File: config.mk
export PLATFORM = sky130hd
export DESIGN_NAME = ex_div_unit
export DESIGN_NICKNAME = d
export VERILOG_FILES = /design/src/rtl/ex_div_unit.sv
export SDC_FILE = /design/constraint.sdc
export NUM_CORES = 1
export LEC_CHECK = 0
export ABC_CLOCK_PERIOD_IN_PS = 5150
export CAP_MARGIN = 25
export CORE_ASPECT_RATIO = 0.5
export CORE_UTILIZATION = 53
export CTS_CLUSTER_DIAMETER = 50
export DETAILED_ROUTE_END_ITERATION = 10
export GPL_ROUTABILITY_DRIVEN = 0
export PLACE_DENSITY = 0.78
export SYNTH_ARGS = -nofsm -noshare
export SYNTH_HDL_FRONTEND = slang
export SYNTH_SLANG_ARGS = --single-unit
File: constraint.sdc
create_clock -name clk -period 5.15 [get_ports clk]
set_clock_uncertainty 0.15 [all_clocks]
set_input_delay 1.2875 -clock clk [delete_from_list [all_inputs] [get_ports clk]]
set_output_delay 1.2875 -clock clk [all_outputs]
set_load 0.01 [all_outputs]
File: src/rtl/ex_div_unit.sv
// Iterative radix-2 restoring divider for RV32M DIV/DIVU/REM/REMU in the EX stage.
// Stalls the pipeline for 33 cycles on the normal path and 1 cycle on divide-by-zero/overflow.
module ex_div_unit #(
    parameter int XLEN  = 32,
    parameter int CNT_W = 6
) (
    input  logic            clk,
    input  logic            rstn,
    input  logic            valid_i,
    input  logic [4:0]      opcode,
    input  logic [2:0]      func3,
    input  logic [3:0]      func7,
    input  logic [XLEN-1:0] operand1,
    input  logic [XLEN-1:0] operand2,
    input  logic            stall_i,
    input  logic            flush_i,
    output logic            stall_o,
    output logic            done_o,
    output logic [XLEN-1:0] div_out
);

    typedef enum logic [1:0] {
        IDLE = 2'd0,
        CALC = 2'd1,
        DONE = 2'd2
    } state_t;

    state_t            state_r, state_nxt_s;
    logic [CNT_W-1:0]  cnt_r;
    logic [XLEN-1:0]   rem_r, quo_r, dvs_r, result_r;
    logic              neg_q_r, neg_r_r, is_rem_r;

    logic              is_div_s, start_s, signed_op_s, div_zero_s, ovf_s, last_step_s, ge_s;
    logic [XLEN:0]     shift_s, diff_s;
    logic [XLEN-1:0]   rem_nxt_s, quo_nxt_s;
    logic              unused_s;

    function automatic logic [XLEN-1:0] negate(input logic [XLEN-1:0] v);
        return ~v + {{(XLEN-1){1'b0}}, 1'b1};
    endfunction

    function automatic logic [XLEN-1:0] abs_val(input logic [XLEN-1:0] v, input logic en);
        return (en && v[XLEN-1]) ? negate(v) : v;
    endfunction

    assign is_div_s    = valid_i & (opcode == 5'b01100) & func7[0] & func3[2];
    assign start_s     = is_div_s & ~flush_i;
    assign signed_op_s = ~func3[0];
    assign div_zero_s  = (operand2 == {XLEN{1'b0}});
    assign ovf_s       = signed_op_s & (operand1 == {1'b1, {(XLEN-1){1'b0}}})
                         & (operand2 == {XLEN{1'b1}});
    assign last_step_s = (cnt_r == CNT_W'(XLEN-1));

    // One restoring step: shift in the next dividend bit and try to subtract the divisor.
    assign shift_s   = {rem_r, quo_r[XLEN-1]};
    assign ge_s      = (shift_s >= {1'b0, dvs_r});
    assign diff_s    = shift_s - {1'b0, dvs_r};
    assign rem_nxt_s = ge_s ? diff_s[XLEN-1:0] : shift_s[XLEN-1:0];
    assign quo_nxt_s = {quo_r[XLEN-2:0], ge_s};
    assign unused_s  = &{1'b0, func7[3:1], diff_s[XLEN]};

    // State register.
    always_ff @(posedge clk or negedge rstn) begin
        if (!rstn) begin
            state_r <= IDLE;
        end else begin
            state_r <= state_nxt_s;
        end
    end

    // Next-state logic and stall request; flush always returns to IDLE.
    always_comb begin
        state_nxt_s = state_r;
        stall_o     = 1'b0;
        case (state_r)
            IDLE: begin
                stall_o = start_s;
                if (start_s) begin
                    state_nxt_s = (div_zero_s || ovf_s) ? DONE : CALC;
                end else begin
                    state_nxt_s = IDLE;
                end
            end
            CALC: begin
                stall_o = 1'b1;
                if (flush_i) begin
                    state_nxt_s = IDLE;
                end else if (last_step_s) begin
                    state_nxt_s = DONE;
                end else begin
                    state_nxt_s = CALC;
                end
            end
            DONE: begin
                if (flush_i || !stall_i) begin
                    state_nxt_s = IDLE;
                end else begin
                    state_nxt_s = DONE;
                end
            end
            default: begin
                state_nxt_s = IDLE;
            end
        endcase
    end

    // Operand latch, iteration datapath and result register with sign fix-up.
    always_ff @(posedge clk or negedge rstn) begin
        if (!rstn) begin
            cnt_r    <= {CNT_W{1'b0}};
            rem_r    <= {XLEN{1'b0}};
            quo_r    <= {XLEN{1'b0}};
            dvs_r    <= {XLEN{1'b0}};
            result_r <= {XLEN{1'b0}};
            neg_q_r  <= 1'b0;
            neg_r_r  <= 1'b0;
            is_rem_r <= 1'b0;
        end else if (state_r == IDLE && start_s) begin
            if (div_zero_s) begin
                result_r <= func3[1] ? operand1 : {XLEN{1'b1}};
            end else if (ovf_s) begin
                result_r <= func3[1] ? {XLEN{1'b0}} : {1'b1, {(XLEN-1){1'b0}}};
            end else begin
                quo_r    <= abs_val(operand1, signed_op_s);
                dvs_r    <= abs_val(operand2, signed_op_s);
                rem_r    <= {XLEN{1'b0}};
                cnt_r    <= {CNT_W{1'b0}};
                neg_q_r  <= signed_op_s & (operand1[XLEN-1] ^ operand2[XLEN-1]);
                neg_r_r  <= signed_op_s & operand1[XLEN-1];
                is_rem_r <= func3[1];
            end
        end else if (state_r == CALC && !flush_i) begin
            rem_r <= rem_nxt_s;
            quo_r <= quo_nxt_s;
            cnt_r <= cnt_r + {{(CNT_W-1){1'b0}}, 1'b1};
            if (last_step_s) begin
                if (is_rem_r) begin
                    result_r <= neg_r_r ? negate(rem_nxt_s) : rem_nxt_s;
                end else begin
                    result_r <= neg_q_r ? negate(quo_nxt_s) : quo_nxt_s;
                end
            end
        end
    end

    assign done_o  = (state_r == DONE);
    assign div_out = result_r;

endmodule

After elaboration in Yosys (flattened, before gate mapping)
Cells that the tools add are included. Widths: inputs -> output; s select.

Flip-flop bits (word level): 139. Output and inout bits: 34. Word-level logic and storage cells: 89.

$add $sub $neg: 6. Magnitude comparators: 1. Equality and inequality tests: 9. Mux-type cells: 32. Bitwise operators: 17. Reductions and logical operators: 15.

Operator list (number): $mux 32 (21); $add 32x1->32 const B (4); $not 32->32 (4); $eq 32x32->1 const B (2); $ge 33x32->1 (1); $logic_not 32->1 (1); $sub 32x32->32 (1); $mux 6 (4); $mux 2 (5); $reduce_and 3->1 (3); $and 1x1->1 (8); $add 6x1->6 const B (1); $eq 6x5->1 const B (1); $pmux 2 s3 (1); $eq 5x4->1 const B (1); $logic_and 1x1->1 (4); $ne 2x2->1 const B (2); $not 1->1 (4); $reduce_bool 2->1 (2); $ne 3x3->1 const B (1); $eq 2x1->1 const B (1); $eq 2x2->1 const B (1); $logic_not 1->1 (2); $logic_not 2->1 (1); 3 further kinds (4).

Logic depth before layout (Yosys ltp)
Gate-level depths: netlist (run 1).

Depth in word-level cells: 9. Depth in mapped cells: 22. Depth with buffers taken out: 18.

Worst setup path after synthesis (run 1)
Ideal clock, no wire load.

Path kind: register to register. From: reg rem_r[25]. To: reg result_r[30], in the netlist div_out[30]. Setup time: 133 ps. Arrival time: 4566 ps. Data required time: 4867 ps. Setup slack: 301 ps. Cell stages (with the launch flop): 20. Path buffers: 2. Cells stage by stage: dfrtp_1 ha_1 a21oi_2 o21ai_1 a2111oi_2 o211ai_1 or2_1 inv_2 clkbuf_1 clkbuf_1 mux2i_1 ha_1 nand2_1 or4_1 mux2i_1 nand2_1 a211o_1 o41ai_2 xnor2_1 o211ai_2.

Longest elaborated chain between the ends: 9. Elaborated cells between the ends (all ways): 13. Classes of those cells: 3 x add/sub; 1 x order compare; 7 x mux; 2 x bitwise.

RTL lines: from (decl) (line 30) `logic [XLEN-1:0] rem_r, quo_r, dvs_r, result_r;`; from (signal assigned) (line 111) `rem_r <= {XLEN{1'b0}};`; from (signal assigned) (line 126) `rem_r <= {XLEN{1'b0}};`; from (signal assigned) (line 133) `rem_r <= rem_nxt_s;`; $sub 32x32->32 / $ge 33x32->1 (equally long branches) (line 57, 56); $mux 32 (line 58) `assign rem_nxt_s = ge_s ? diff_s[XLEN-1:0] : shift_s[XLEN-1:0];`; $not 32->32 (line 39) `return ~v + {{(XLEN-1){1'b0}}, 1'b1};`; $add 32x1->32 (line 39); $mux 32 (line 138) `result_r <= neg_r_r ? negate(rem_nxt_s) : rem_nxt_s;`; $mux 32 * (line 137) `if (is_rem_r) begin`; $mux 32 * (line 136) `if (last_step_s) begin`; $mux 32 * (line 132) `end else if (state_r == CALC && !flush_i) begin`; $mux 32 * (line 118) `end else if (state_r == IDLE && start_s) begin`; to (signal assigned) (line 120) `result_r <= func3[1] ? operand1 : {XLEN{1'b1}};`; to (signal assigned) (line 138); to (signal assigned) (line 140) `result_r <= neg_q_r ? negate(quo_nxt_s) : quo_nxt_s;`; to (decl) (line 30).

Every way passes the cells marked *; elsewhere a longest branch is shown, timed or not. The select of a mux whose other input is x is not followed. A chain may end at the register's enable or synchronous reset.

Worst setup path after layout (run 1)
From: reg rem_r[25]. To: reg result_r[26], in the netlist div_out[26].

Same word-level chain as after synthesis.

==> results of run 1 <==
[worst max-delay path: stages, from the launching register on]
cell       delay (ns)
dfrtp_1          0.41
ha_1             0.40
a21oi_2          0.22
o21ai_1          0.14
a2111oi_2        0.39
o211ai_1         0.21
or2_2            0.39
inv_2            0.09
mux2i_1          0.25
ha_1             0.22
nand2_1          0.06
or4_1            0.49
mux2i_1          0.26
nand2_1          0.17
a211o_1          0.31
o31ai_1          0.32
xnor2_1          0.22
o21ai_1          0.10
[cell families (layout without fill, tap and decap cells)]
logic type / Yosys count / after routing / share of synthesized area
multiplexers: 34 / 34 / 0.0301
flip-flops: 139 / 139 / 0.306
adder cells (fa/ha/maj): 39 / 39 / 0.0435
XOR/XNOR: 142 / 142 / 0.109
AND/OR/NAND/NOR: 516 / 516 / 0.220
AO/OA/AOI/OAI: 430 / 430 / 0.245
buffers and inverters: 133 / 245 / 0.0467
[placed cells by master (no fill, tap or decap), types with 12 or more instances in the layout]
cell type	synthesis	routed
nand3_1	54	54
mux2i_1	32	32
a21oi_1	72	72
a22oi_1	12	12
dfrtp_1	139	139
xor2_1	61	61
o21ai_0	164	163
nand4_1	21	21
xnor2_1	81	81
nor2_1	123	120
nor4_1	16	16
a31oi_1	20	20
o211ai_1	17	17
clkdlybuf4s50_1	0	110
nand2b_1	18	18
a221o_1	24	24
or3_1	22	22
inv_1	57	57
clkbuf_16	0	17
o31ai_1	28	28
or4_1	18	18
nand2_1	155	153
buf_4	1	40
ha_1	38	31
nor3_1	40	38
[where the power goes]
group	internal (mW)	total (mW)	switching [mW]
clock network	0.776	1.29	0.515
logic	0.244	0.598	0.355
registers	1.13	1.17	0.0388
total	2.15	3.06	0.908
[through the flow]
step                hold WS, ns  std cells  worst slack (ns)  instance area [um^2]
finish                    0.337       1818             0.202                 13600
floorplan                 0.304       1433             0.301                 11400
global route              0.377       1818            0.0171                 13600
global placement          0.314       1785             0.160                 12900
detailed placement        0.324       1785             0.114                 12900
CTS                       0.338       1817             0.205                 13500
[final cells by class]
type / count / area share
clock buffers: 19 / 0.0327
clock inverters: 13 / 0.0123
inverters: 58 / 0.0161
multi-input cells: 1161 / 0.548
flip-flops and latches: 139 / 0.257
well taps: 273 / 0.0252
repair buffers: 155 / 0.109
[flip-flops by register name, indices dropped and copies added (netlist names)]
register,cells
cnt_r,6
neg_r_r,1
rem_r,32
dvs_r,32
is_rem_r,1
neg_q_r,1
state_r,2
quo_r,32
div_out,32
[path summary, 6_finish.rpt]
path                                           end  slack [ns]
max                        div_out[26]$_DFFE_PN0P_        0.20
min                        div_out[14]$_DFFE_PN0P_        0.34
max reg2reg                div_out[26]$_DFFE_PN0P_        0.20
min reg2reg                div_out[14]$_DFFE_PN0P_        0.34
max in group asynchronous  div_out[21]$_DFFE_PN0P_        3.16
min in group asynchronous     dvs_r[2]$_DFFE_PN0P_        0.71
[per-layer routing]
layer  global-route usage  vias up  wire length, um
met4               0.0835        0              603
li1                     -     5426                -
met3               0.0739       55             3980
met1                0.485     5508            16000
met5                    0        -                0
met2                0.475      610            14800
==> out/metrics.yaml, run 1 <==
die_height_um: 106
multi_input_area_um2: 7420
r2r-start: "rem_r[25]$_DFFE_PN0P_"
cellPowerDensity_nw_per_um2: 226
cp_max_fo: 6
fin_tns_setup_ns: 0
cts_resized: 0
cp-startpoint: "rem_r[25]$_DFFE_PN0P_"
finalMaxSlewViolations: 0
worstRegToRegCells: 17
status: "completed"
hpwlAfterDp_um: 26300
grtUsageTotal: 0.327
drv_cap: 0
fin_util: 0.652
worstSetupEndpointType: "flip-flop"
cp-start-kind: "flip-flop"
wl_per_cell_um: 19.5
layout_min_cycle_time_ns: 4.95
ys_warn_count: 0
post-synth-top-count-cell: "o21ai_0"
ys_types: 80
crit_type: "flip-flop to flip-flop"
dieArea_um2: 22100
clk_pin_slew_worst_paths_ns: 0.06
worstPathArrival_ns: 5.10
synth-main-ff-cell: "dfrtp_1"
syn_area_um2: 11400
p_leak_nw: 5.65
grt_max_degree: 72
avgViaCountPerCell: 6.38
h-tree-depth: 4
port_buffers: 111
num-fill-cells: 1701
ys_async_sr_fraction: 1.00
clock_path_buffers: 2
ys_seq_area_frac: 0.306
layout-drive-gt1-share: 0.0803
synth_edf_count: 0
ios: 115
layout.nets: 1652
whs_path_depth: 2
post_cts_buffers: 0
p_total_mw: 3.06
regArea_um2: 3480
syn_inst: 1433
cts_tree: "built"
hold_viol_final: 0
rsz0062_at_grt: "no"
relSlewSlack: 0.333
synth.ff_latch_count: 139
fp.dieW_um: 209
yosys-top-cells-count: "o21ai_0 (164), nand2_1 (155), dfrtp_1 (139)"
grt_pass1_wl_um: 57100
fmax_mhz: 202
drc_errors: 0
cts_sinks: 139
row_count: 37
vdd_ir_drop_max_uv: 231
cts_hold_buf: 0
post-route-period-util: 0.961
core_area_um2: 20800
num_antenna_cells: 0
synth_top_area_frac: 0.306
antenna_found_initial: 0
start_util: 0.548
finalSetupViolations: 0
clock_latency_ns: 0.45
num_vias: 11599
synth_top_area_cell: "dfrtp_1"
crit_required_ns: 5.30
synth_nets: 1553
hold_path.class: "flip-flop to flip-flop"
min_from: "div_out[14]$_DFFE_PN0P_"
drt_iter0_drc: 1470
dr.pass1.iters: 7
grt-ovfl-total: 0
syn_avg_cell_area_um2: 7.94
first_global_vias: 10849
numCtsBuffers: 17
antenna_left: 0
wirelength_um: 35400
worstMarginPinSlew_ns: 1.00
syn2layout_area_growth_pct: 19.1
cts_root_buffer: "clkbuf_16"
netlist_top_cells_area: "dfrtp_1 (31%), o21ai_0 (7.2%), xnor2_1 (6.2%)"
Note: power is estimated with default switching activity, not from simulation.
==> run 2, diff against run 1 <==
--- a/config.mk
+++ b/config.mk
@@ -5,10 +5,11 @@
 export SDC_FILE = /design/constraint.sdc
 export NUM_CORES = 1
 export LEC_CHECK = 0
+export ABC_AREA = 1
 export ABC_CLOCK_PERIOD_IN_PS = 5150
 export CAP_MARGIN = 25
 export CORE_ASPECT_RATIO = 0.5
-export CORE_UTILIZATION = 53
+export CORE_UTILIZATION = 54
 export CTS_CLUSTER_DIAMETER = 50
 export DETAILED_ROUTE_END_ITERATION = 10
 export GPL_ROUTABILITY_DRIVEN = 0
==> out/metrics.yaml, run 2 <==
numCtsBuffers: 17
layout-drive-gt1-share: 0.0801
worstPathArrival_ns: 3.19
avgViaCountPerCell: 5.66
finalSetupViolations: 0
cp-start-kind: "input pin"
netlist_top_cells_area: "dfrtp_1 (27%), nand2_1 (16%), inv_1 (7.6%)"
crit_family: "buffers and inverters"
vdd_ir_drop_max_uv: 172
hold_viol_final: 0
fmax_mhz: 216
worstSetupEndpointType: "output port"
synth_top_area_frac: 0.272
wl_per_cell_um: 16.7
ys_types: 57
cts_sinks: 139
port_buffers: 111
die_height_um: 111
layout_min_cycle_time_ns: 4.62
clk_pin_slew_worst_paths_ns: 0.06
ys_warn_count: 0
cts_resized: 0
drc_errors: 0
h-tree-depth: 4
grt_pass1_wl_um: 64500
rsz0062_at_grt: "no"
slowest_delay_ns: 0.54
layout.nets: 2254
grt-ovfl-total: 0
finalMaxSlewViolations: 0
crit_type: "input pin to output port"
wirelength_um: 40900
fin_tns_setup_ns: 0
cts_tree: "built"
ios: 115
synth_edf_count: 0
top_layer: "met4"
route.layer.met1.wl_um: 18600
wl_met3_um: 4660
relSlewSlack: 0.469
dieArea_um2: 24400
yosys-top-cells-count: "nand2_1 (554), inv_1 (260), nor2_1 (250)"
cp_max_fo: 3
antenna_left: 0
p_total_mw: 3.88
post-synth-top-count-cell: "nand2_1"
ys_seq_area_frac: 0.272
crit_buf_inv: 2
cts_root_buffer: "clkbuf_16"
syn2layout_area_growth_pct: 16.1
p_leak_nw: 7.31
cts_hold_buf: 0
post_cts_buffers: 0
cp_cell_sequence: "clkdlybuf4s50_1 > or4_1 > nor3_1 > nand4_1 > nand2_1 > clkdlybuf4s50_1"
synth-main-ff-cell: "dfrtp_1"
syn_inst: 2037
cellPowerDensity_nw_per_um2: 261
wl_met2_um: 16800
syn_area_um2: 12800
clock_latency_ns: 0.44
drt_iter0_drc: 1590
clock_path_buffers: 2
num_vias: 13893
mostFrequentLayoutCells: "nand2_1 (554), inv_1 (260), nor2_1 (250)"
synth_nets: 2157
grt_max_degree: 109
hold_path.class: "flip-flop to flip-flop"
grtUsageTotal: 0.340
status: "completed"
first_global_vias: 12198
synth.ff_latch_count: 139
crit_required_ns: 3.71
crit_top_cell: "clkdlybuf4s50_1"
ys_async_sr_fraction: 1.00
worstMarginPinSlew_ns: 0.792
worst_path_max_delay_cell: "or4_1"
num-fill-cells: 2164
antenna_found_initial: 0
start_util: 0.556
final_common_cell: "nand2_1"
drv_cap: 0
syn_avg_cell_area_um2: 6.29
fp.dieW_um: 220
post-route-period-util: 0.898
hpwlAfterDp_um: 31700
num_antenna_cells: 0
synth_top_area_cell: "dfrtp_1"
core_area_um2: 23000
row_count: 39
dr.pass1.iters: 6
## run 2: cell count changes after synthesis, sizes merged, moves of 23 or more
cell / change
a21oi: +29
a221o: -24
inv: +222
mux2i: -32
nand2: +438
nand3: +74
nor2: +152
o21ai: -23
o221ai: +26
xnor2: -69
## run 2: final timing paths
| path | start | to | slack (ns) | cells after the start |
|---|---|---|---|---|
| hold / removal | dvs_r[30]$_DFFE_PN0P_ | dvs_r[30]$_DFFE_PN0P_ | 0.34 | 2 |
| max in group asynchronous | rstn | dvs_r[5]$_DFFE_PN0P_ | 3.07 | 3 |
| setup / recovery | opcode[1] | stall_o | 0.53 | 6 |
| setup reg to reg | rem_r[10]$_DFFE_PN0P_ | div_out[26]$_DFFE_PN0P_ | 0.57 | 23 |
| hold reg to reg | dvs_r[30]$_DFFE_PN0P_ | dvs_r[30]$_DFFE_PN0P_ | 0.34 | 2 |
| min in group asynchronous | rstn | div_out[22]$_DFFE_PN0P_ | 0.64 | 1 |
## run 2: logic make-up after synthesis
kind of cell,after synthesis,synth area share
and+or+nand+nor,1115,0.386
buffers and inverters,343,0.107
AOI/OAI and AO/OA,332,0.149
DFF,139,0.272
xor gates and xnor gates,69,0.0472
adders and majority gates,39,0.0387
## run 2: where the power goes
| group | internal, mW | leakage (nW) | switching (mW) |
|---|---|---|---|
| logic | 0.432 | 5.27 | 0.826 |
| clock network | 0.869 | 0.302 | 0.477 |
| registers | 1.18 | 1.73 | 0.0938 |
## run 2: worst register-to-register path, cell delays in order (launching register included)
cell     delay [ns]
dfrtp_1        0.46
ha_1           0.41
nand2_1        0.11
inv_1          0.06
a21oi_1        0.27
o21ai_1        0.15
inv_2          0.09
nand2_2        0.07
nand2_4        0.19
nand2_8        0.14
inv_1          0.10
ha_1           0.19
nand2_1        0.11
nor2_1         0.32
nand2_1        0.14
nor2_1         0.20
inv_1          0.08
o21ai_0        0.28
o21ai_0        0.23
or2_2          0.33
nand3_1        0.09
o21ai_1        0.15
nand2_1        0.08
a21oi_1        0.06
## run 2: per-stage QoR
step | hold WS (ns) | cell area [um^2] | cells | setup WS [ns] | util
after global placement | 0.320 | 14200 | 2421 | 0.357 | 0.617
after global routing | 0.352 | 14900 | 2453 | 0.344 | 0.646
after floorplan | 0.303 | 12800 | 2037 | 1.36 | -
after CTS | 0.342 | 14800 | 2452 | 0.523 | 0.644
after detailed placement | 0.328 | 14200 | 2421 | 0.322 | 0.617
final | 0.337 | 14900 | 2453 | 0.527 | 0.646
## run 2: layer usage
metal	vias up	track usage
met4	0	0.0874
met5	-	0
li1	6795	-
met3	70	0.0823
met1	6318	0.510
met2	710	0.482
## run 2: final cells by class
class,instances,area [um^2],share of cell area
Clock buffer,24,462,0.0310
Clock inverter,7,164,0.0110
Inverter,284,1070,0.0717
Multi-Input combinational cell,1555,7960,0.536
Sequential cell,139,3480,0.234
Tap cell,307,384,0.0258
Timing Repair Buffer,137,1350,0.0910
==> run 3, diff against run 2 <==
--- a/config.mk
+++ b/config.mk
@@ -9,6 +9,7 @@
 export ABC_CLOCK_PERIOD_IN_PS = 5150
 export CAP_MARGIN = 25
 export CORE_ASPECT_RATIO = 0.5
+export CORE_MARGIN = 2
 export CORE_UTILIZATION = 54
 export CTS_CLUSTER_DIAMETER = 50
 export DETAILED_ROUTE_END_ITERATION = 10
==> constraint.sdc (replaced) <==
create_clock -name clk -period 5.15 [get_ports clk]
set_clock_uncertainty 0.15 [all_clocks]
set_input_delay 1.2875 -clock clk [delete_from_list [all_inputs] [get_ports clk]]
set_output_delay 1.2875 -clock clk [all_outputs]
set_load 0.1 [all_outputs]
==> out/metrics.yaml, run 3 (same netlist as run 2, synthesis figures left out) <==
syn2layout_area_growth_pct: 16.2
p_total_mw: 3.97
mostFrequentLayoutCells: "nand2_1 (554), inv_1 (260), nor2_1 (250)"
grt_pass1_wl_um: 64900
row_count: 39
grt_max_degree: 75
finalSetupViolations: 0
num_vias: 13890
wl_met3_um: 4770
layout.nets: 2255
die_height_um: 113
worstSetupEndpointType: "flip-flop"
grt-ovfl-total: 0
antenna_left: 0
cp_max_fo: 62
avgViaCountPerCell: 5.66
clock_path_buffers: 2
ios: 115
port_buffers: 111
crit_required_ns: 5.31
vdd_ir_drop_max_uv: 186
route.layer.met1.wl_um: 18500
worstMarginPinSlew_ns: 0.986
post-route-period-util: 0.896
worstPathArrival_ns: 4.77
drv_cap: 0
post_cts_buffers: 0
crit_type: "input pin to flip-flop"
drc_errors: 0
antenna_found_initial: 1
wirelength_um: 40800
cts_sinks: 139
dr.pass1.iters: 6
first_global_vias: 12402
hold_viol_final: 0
hold_path.class: "flip-flop to flip-flop"
layout-drive-gt1-share: 0.0829
cp-start-kind: "input pin"
dieArea_um2: 25000
numCtsBuffers: 17
fin_tns_setup_ns: 0
grtUsageTotal: 0.329
fin_area_um2: 14900
fin_util: 0.646
rsz0062_at_grt: "no"
finalMaxSlewViolations: 0
status: "completed"
p_leak_nw: 7.31
reg2reg_slack_ns: 0.56
clock_latency_ns: 0.44
final_common_cell: "nand2_1"
h-tree-depth: 4
cts_hold_buf: 0
whs_path_depth: 2
wl_met2_um: 16400
wl_per_cell_um: 16.6
hpwlAfterDp_um: 31800
cellPowerDensity_nw_per_um2: 267
fmax_mhz: 217
fp.dieW_um: 222
cts_tree: "built"
place_area_um2: 14200
drt_iter0_drc: 1594
core_area_um2: 23000
clk_pin_slew_worst_paths_ns: 0.06
layout_min_cycle_time_ns: 4.61
cts_root_buffer: "clkbuf_16"
start_util: 0.556
cts_resized: 0
worstRegToRegCells: 23
relSlewSlack: 0.341
top_layer: "met4"
[run 3: cell count changes in the layout (fill, tap and decap cells not counted), sizes merged]
| cell | previous run | this run |
|---|---|---|
| buf | 27 | 29 |
| inv | 280 | 282 |
| bufinv | 5 | 4 |
| clkbuf | 24 | 23 |
| clkdlybuf4s50 | 110 | 109 |
| clkinvlp | 0 | 1 |
| diode | 0 | 1 |
[run 3: final cells by class]
cell class | instances | area, um^2
antenna | 1 | 2.50
clock buffer | 23 | 478
clock inverter | 9 | 159
fill | 2195 | 8150
inverter | 284 | 1070
multi-input combinational | 1555 | 7960
sequential | 139 | 3480
tap | 307 | 384
timing repair buffer | 138 | 1350
[run 3: final timing paths]
check                                           start                 endpoint
worst max register to register  rem_r[10]$_DFFE_PN0P_  div_out[26]$_DFFE_PN0P_
worst max-delay path                     operand1[24]    dvs_r[17]$_DFFE_PN0P_
min in group asynchronous                        rstn  div_out[22]$_DFFE_PN0P_
worst min-delay path            dvs_r[13]$_DFFE_PN0P_    dvs_r[13]$_DFFE_PN0P_
max in group asynchronous                        rstn    rem_r[21]$_DFFE_PN0P_
worst min register to register  dvs_r[13]$_DFFE_PN0P_    dvs_r[13]$_DFFE_PN0P_
[run 3: per-layer routing]
layer | vias up | GRT usage
met1 | 6389 | 0.476
li1 | 6805 | -
met4 | 0 | 0.108
met2 | 619 | 0.466
met3 | 77 | 0.102
met5 | - | 0
[run 3: stage by stage]
stage,std cells,hold slack (ns),setup WS [ns]
after floorplan,2037,0.303,0.808
after global placement,2423,0.319,0.389
after detailed placement,2423,0.324,0.361
after CTS,2455,0.337,0.686
after global routing,2455,0.349,0.209
final,2456,0.333,0.537
[run 3: worst max-delay path, stage by stage]
cell             delay (ns)
clkdlybuf4s50_1        0.45
nor2_1                 0.15
inv_1                  0.08
nor3_1                 0.50
nand4_1                0.33
nor3_1                 0.71
nand2_1                0.22
o31ai_1                0.45
nor2_1                 0.12
clkinv_1               0.10
buf_12                 0.22
o21ai_0                0.13
[run 3: power by group]
group / total [mW] / switching, mW / internal, mW
Clock: 1.35 / 0.494 / 0.852
Combinational: 1.35 / 0.919 / 0.431
Sequential: 1.28 / 0.0933 / 1.18
